## src/rtl/sigmoid_alu_neuron_sequencer_if.sv

```systemverilog
// Bundle between the neuron sequencer, its requester, the group memories and the sigmoid ALU.
// master = environment side (requester + ALU), slave = the sequencer.
interface sigmoid_alu_neuron_sequencer_if #(
    parameter int GROUP_ADDR_W = 4,
    parameter int NEURON_W     = 4
);
    logic                    start;
    logic                    abort;
    logic [NEURON_W-1:0]     neuron_idx;
    logic [3:0]              alu_out;
    logic [15:0]             alu_accum;
    logic                    busy;
    logic                    done;
    logic [NEURON_W-1:0]     neuron_sel;
    logic [GROUP_ADDR_W-1:0] group_addr;
    logic                    rd_en;
    logic                    alu_clear;
    logic                    alu_accumulate;
    logic [3:0]              result;
    logic [15:0]             result_accum;

    modport master (
        output start, abort, neuron_idx, alu_out, alu_accum,
        input  busy, done, neuron_sel, group_addr, rd_en, alu_clear, alu_accumulate,
               result, result_accum
    );

    modport slave (
        input  start, abort, neuron_idx, alu_out, alu_accum,
        output busy, done, neuron_sel, group_addr, rd_en, alu_clear, alu_accumulate,
               result, result_accum
    );
endinterface

```

## src/rtl/sigmoid_alu_neuron_sequencer.sv

```systemverilog
// Sequences one neuron evaluation: clear ALU, stream GROUPS address reads, let the
// registered 4-way sum drain into the accumulator, then capture sigma and the raw sum.
module sigmoid_alu_neuron_sequencer #(
    parameter int NUM_INPUTS   = 64,
    parameter int GROUP_ADDR_W = 4,
    parameter int NEURON_W     = 4
) (
    input  logic clk,
    input  logic n_rst,
    sigmoid_alu_neuron_sequencer_if.slave bus
);
    localparam int GROUPS = NUM_INPUTS / 4;
    localparam logic [GROUP_ADDR_W-1:0] LAST_GRP = GROUP_ADDR_W'(GROUPS - 1);

    if ((NUM_INPUTS % 4 != 0) || (NUM_INPUTS < 4) || ((1 << GROUP_ADDR_W) < GROUPS)) begin : g_bad_param
        $error("sigmoid_alu_neuron_sequencer: bad NUM_INPUTS / GROUP_ADDR_W");
    end

    typedef enum logic [2:0] {
        IDLE    = 3'd0,
        CLEAR   = 3'd1,
        FETCH   = 3'd2,
        DRAIN1  = 3'd3,
        DRAIN2  = 3'd4,
        CAPTURE = 3'd5
    } state_e;

    state_e                  state_q, state_d;
    logic [GROUP_ADDR_W-1:0] cnt_q, cnt_d;
    logic [NEURON_W-1:0]     nsel_q, nsel_d;
    logic [3:0]              res_q, res_d;
    logic [15:0]             res_acc_q, res_acc_d;
    logic                    done_q, done_d;
    // rd_en delayed twice: memory latency plus the ALU's registered group sum
    logic [1:0]              acc_pipe_q, acc_pipe_d;
    logic                    rd_en;

    assign rd_en = (state_q == FETCH);

    always_ff @(posedge clk or negedge n_rst) begin
        if (!n_rst) begin
            state_q    <= IDLE;
            cnt_q      <= '0;
            nsel_q     <= '0;
            res_q      <= '0;
            res_acc_q  <= '0;
            done_q     <= 1'b0;
            acc_pipe_q <= '0;
        end else begin
            state_q    <= state_d;
            cnt_q      <= cnt_d;
            nsel_q     <= nsel_d;
            res_q      <= res_d;
            res_acc_q  <= res_acc_d;
            done_q     <= done_d;
            acc_pipe_q <= acc_pipe_d;
        end
    end

    always_comb begin
        state_d    = state_q;
        cnt_d      = cnt_q;
        nsel_d     = nsel_q;
        res_d      = res_q;
        res_acc_d  = res_acc_q;
        done_d     = 1'b0;
        acc_pipe_d = {acc_pipe_q[0], rd_en};

        case (state_q)
            IDLE: begin
                if (bus.start) begin
                    nsel_d  = bus.neuron_idx;
                    state_d = CLEAR;
                end
            end
            CLEAR: begin
                cnt_d   = '0;
                state_d = FETCH;
            end
            FETCH: begin
                // hold on the last group instead of wrapping the address
                if (cnt_q == LAST_GRP) state_d = DRAIN1;
                else                   cnt_d   = cnt_q + 1'b1;
            end
            DRAIN1:  state_d = DRAIN2;
            DRAIN2:  state_d = CAPTURE;
            CAPTURE: begin
                res_d     = bus.alu_out;
                res_acc_d = bus.alu_accum;
                done_d    = 1'b1;
                state_d   = IDLE;
            end
            default: state_d = IDLE;
        endcase

        // abort outranks everything; the ALU accumulator stays dirty until the next CLEAR
        if (bus.abort && (state_q != IDLE)) begin
            state_d    = IDLE;
            acc_pipe_d = '0;
            done_d     = 1'b0;
            res_d      = res_q;
            res_acc_d  = res_acc_q;
        end
    end

    assign bus.busy           = (state_q != IDLE);
    assign bus.done           = done_q;
    assign bus.neuron_sel     = nsel_q;
    assign bus.group_addr     = cnt_q;
    assign bus.rd_en          = rd_en;
    assign bus.alu_clear      = (state_q == CLEAR);
    assign bus.alu_accumulate = acc_pipe_q[1];
    assign bus.result         = res_q;
    assign bus.result_accum   = res_acc_q;

    a_clr_acc_excl: assert property (@(posedge clk) disable iff (!n_rst)
        !(bus.alu_clear && bus.alu_accumulate));
endmodule

```

## src/flat_wrapper.sv

```systemverilog
// flat-port wrapper written by rule: the top's interface ports become plain ports
module sigmoid_alu_neuron_sequencer_flat 
#(
    parameter int NUM_INPUTS   = 64,
    parameter int GROUP_ADDR_W = 4,
    parameter int NEURON_W     = 4
)
  (clk, n_rst, bus_start, bus_abort, bus_neuron_idx, bus_alu_out, bus_alu_accum, bus_busy, bus_done, bus_neuron_sel, bus_group_addr, bus_rd_en, bus_alu_clear, bus_alu_accumulate, bus_result, bus_result_accum);
  sigmoid_alu_neuron_sequencer_if #(.GROUP_ADDR_W(GROUP_ADDR_W), .NEURON_W(NEURON_W)) bus_i ();
  input  logic clk;
  input  logic n_rst;
  input wire logic [$bits(bus_i.start)-1:0] bus_start;
  input wire logic [$bits(bus_i.abort)-1:0] bus_abort;
  input wire logic [$bits(bus_i.neuron_idx)-1:0] bus_neuron_idx;
  input wire logic [$bits(bus_i.alu_out)-1:0] bus_alu_out;
  input wire logic [$bits(bus_i.alu_accum)-1:0] bus_alu_accum;
  output wire logic [$bits(bus_i.busy)-1:0] bus_busy;
  output wire logic [$bits(bus_i.done)-1:0] bus_done;
  output wire logic [$bits(bus_i.neuron_sel)-1:0] bus_neuron_sel;
  output wire logic [$bits(bus_i.group_addr)-1:0] bus_group_addr;
  output wire logic [$bits(bus_i.rd_en)-1:0] bus_rd_en;
  output wire logic [$bits(bus_i.alu_clear)-1:0] bus_alu_clear;
  output wire logic [$bits(bus_i.alu_accumulate)-1:0] bus_alu_accumulate;
  output wire logic [$bits(bus_i.result)-1:0] bus_result;
  output wire logic [$bits(bus_i.result_accum)-1:0] bus_result_accum;
  assign bus_i.start = bus_start;
  assign bus_i.abort = bus_abort;
  assign bus_i.neuron_idx = bus_neuron_idx;
  assign bus_i.alu_out = bus_alu_out;
  assign bus_i.alu_accum = bus_alu_accum;
  assign bus_busy = bus_i.busy;
  assign bus_done = bus_i.done;
  assign bus_neuron_sel = bus_i.neuron_sel;
  assign bus_group_addr = bus_i.group_addr;
  assign bus_rd_en = bus_i.rd_en;
  assign bus_alu_clear = bus_i.alu_clear;
  assign bus_alu_accumulate = bus_i.alu_accumulate;
  assign bus_result = bus_i.result;
  assign bus_result_accum = bus_i.result_accum;
  sigmoid_alu_neuron_sequencer #(.NUM_INPUTS(NUM_INPUTS), .GROUP_ADDR_W(GROUP_ADDR_W), .NEURON_W(NEURON_W)) u_core (.clk(clk), .n_rst(n_rst), .bus(bus_i));
endmodule
```

## config.mk

```make
export PLATFORM = sky130hd
export DESIGN_NAME = sigmoid_alu_neuron_sequencer_flat
export DESIGN_NICKNAME = d
export VERILOG_FILES = /design/src/rtl/sigmoid_alu_neuron_sequencer_if.sv /design/src/rtl/sigmoid_alu_neuron_sequencer.sv /design/src/flat_wrapper.sv
export SDC_FILE = /design/constraint.sdc
export NUM_CORES = 1
export LEC_CHECK = 0
export ABC_AREA = 1
export CAP_MARGIN = 20
export CORE_MARGIN = 5
export CORE_UTILIZATION = 37
export CTS_CLUSTER_SIZE = 24
export DETAILED_ROUTE_END_ITERATION = 8
export PLACE_DENSITY_LB_ADDON = 0.1
export SKIP_LAST_GASP = 1
export SYNTH_ARGS = -nofsm -noshare
export SYNTH_HDL_FRONTEND = slang
export SYNTH_SLANG_ARGS = --single-unit
```

## constraint.sdc

```tcl
create_clock -name clk -period 1.2 [get_ports clk]
set_clock_uncertainty 0.2 [all_clocks]
set_input_delay 0.12 -clock clk [delete_from_list [all_inputs] [get_ports clk]]
set_output_delay 0.12 -clock clk [all_outputs]
set_load 0.01 [all_outputs]
```

==> flow_summary.ini <==
[detailed_routing]
vias = 1369
first_pass_iters = 4
dr.first_iter.drc_count = 94
routed_wl_um = 3950
routedWlPerCell_um = 13.4
ant_nets = 0
vias_per_cell = 4.66
drc_errors = 0

[pwr]
static-leakage-power_nw = 1.25
total_power_mw = 4.97
power.density_nw_per_um2 = 2120
irDropWorstVdd_v = 0.00125

[clock_tree]
tritoncts = done
clock-sinks = 34
cts_buffers = 5
clk_path_buf_depth = 2
clkTransAtPathRegs_ps = 60
cts-root-buf = clkbuf_8
insertion_delay_ps = 280
h-tree-depth = 2

[worst_setup_path]
critPathCaptureType = output port
cp.arrival_ps = 1190
path_max_fanout = 3
worstSetupPathType = reg2out
cp-start-kind = register
worstPathRequired_ps = 880

[layout]
nets = 274
area_growth_pct = 67.0
design_area_um2 = 2350
antenna_cells = 0
drive_gt1_share_pct = 40.7
stdcell_count = 294

[logic_synthesis]
synth_sequential_area_ratio_pct = 60.5
synth-main-ff-cell = dfrtp_1
synth-async-reset-ratio_pct = 100
synth_most_common_cell = nand2_1
synthesis.nets = 188
yosysWarnings = 0
synthCells = 159
yosys.area.top_type = dfrtp_1
syn_area_per_cell_um2 = 8.84
yosysTopAreaCellShare_pct = 60.5
synth_edf_count = 0
synth_cell_type_count = 19
synth_area_leaders = dfrtp_1 60%, nand2_1 21%, nand3_1 3.2%, inv_1 2.4%, o21ai_0 2.1%
synth_common_cells = 77 x nand2_1, 34 x dfrtp_1, 9 x inv_1, 9 x nand3_1, 6 x o21ai_0
syn_area_um2 = 1410
synth-seq-cells = 34

[status]
status = complete, but fails checks
failed_checks = negative setup slack

[global_route]
grt-ovfl-total = 0
grt_usage_pct = 15.3
antenna_found_initial = 0
first_global_vias = 1408
grt_pass1_wl_um = 6200
grt_max_degree = 35

[sta]
layout_setup_ws_ps = -308
period_needed_ps = 1510
drv_slew = 0
max_freq_ghz = 0.663
hold_viol_final = 0
setup-violations-final = 36
slew_headroom_pct = 87.7
rsz0062_at_grt = true
post-route-period-util_pct = 126
worst_pin_slew_ps = 185

[placed_design]
dpl_cell_area_um2 = 2180
dp_cells = 277
hpwl_um = 2610
place.gp.congestion = 0.902
port_buffers = 60

[die]
initial_core_util_pct = 38.4
io_pins = 61
fp-row-count = 22
die_y_um = 71.7
core_um2 = 3660
die_x_um = 71.7
dieArea_um2 = 5130

[worst_hold_path]
hold_path.class = in2async

[flow_run]
drv_cap = 0
## cell type report
cell class	instances	area, µm²
timing repair inverter	1	6.26
timing repair buffer	82	673
clock buffer	7	86.3
tap	48	60.1
fill	306	1310
inverter	12	52.6
sequential	34	855
multi-input combinational	109	611
clock inverter	1	5.00
## power by group
part / switching, mW / internal (mW)
logic: 1.18 / 1.09
clock network: 0.374 / 0.462
registers: 0.284 / 1.58
total: 1.84 / 3.13
## flip-flops by register name (all words and copies together) (netlist names)
name,count
u_core.acc_pipe_q,2
u_core.bus.done,1
u_core.bus.group_addr,4
u_core.bus.neuron_sel,4
u_core.bus.result,4
u_core.bus.result_accum,16
u_core.state_q,3
## metal layers
metal  vias up  wire length [µm]  global-route usage, %
met1       633              1550                   16.8
met4         0                90                   6.26
met5         -                 0                      0
met2        54              2050                   27.6
met3        15               256                   4.35
li1        667                 -                      -
## kinds of logic (layout without fill, tap and decap cells)
family          Yosys count  after routing  synth area share, %
flops                    34             34                 60.5
simple gates             99             99                 29.7
buf+inv                  16            103                 5.52
fa+ha+maj                 1              1                0.890
compound gates            9              9                 3.38
## worst max-delay path, stage by stage, from the launching register on
cell and delay (ps):
dfrtp_1 420, buf_6 140, nor3_4 200, buf_2 160
## final timing paths
path	cells after the start	endpoint	slack, ps	startpoint
hold / removal	2	u_core.bus.result_accum[4]	10	n_rst
setup / recovery	3	bus_rd_en	-310	u_core.state_q[0]
setup reg to reg	6	u_core.bus.group_addr[0]	-290	u_core.state_q[0]
hold reg to reg	2	u_core.bus.result_accum[2]	280	u_core.bus.result_accum[2]
min in group clk	3	u_core.bus.result[1]	180	bus_alu_out[1]
max in group asynchronous	2	u_core.bus.group_addr[1]	600	n_rst
## cell usage in the layout, fill, tap and decap left out, types with 2 or more instances in the layout
cell and instances:
dfrtp_1 31, inv_4 2, nand2_1 62, buf_2 31, inv_1 7, nand2_2 13
nand4_1 2, clkbuf_8 6, o21ai_0 4, nand3_1 5, a21oi_1 2, clkdlybuf4s50_1 27
dfrtp_2 3, nand3_2 3, nand2_4 2, buf_6 8, nor2_4 4, inv_2 3
buf_4 13
## metrics by stage
step / hold slack [ps] / utilization [%] / setup slack, ps / TNS (ps)
finish: 11.1 / 64.1 / -308 / -5560
floorplan: -376 / - / -153 / -1900
CTS: 17.5 / 59.6 / -289 / -5790
global placement: 253 / 59.5 / -363 / -7550
global route: 33.6 / 64.1 / -373 / -7780
detailed placement: 265 / 59.5 / -398 / -8810
## what timing repair did
| item | CTS | global route |
|---|---|---|
| endpoints found under the hold margin | 0 | 0 |
| gates cloned | 0 | 2 |
| setup endpoints to repair | 67 | 40 |
| buffers inserted | 5 | 2 |
| pin swaps | 1 | 16 |
| resized for setup | 139 | 44 |
| hold buffers | 0 | 0 |
Power figures use the tool's default switching activity.
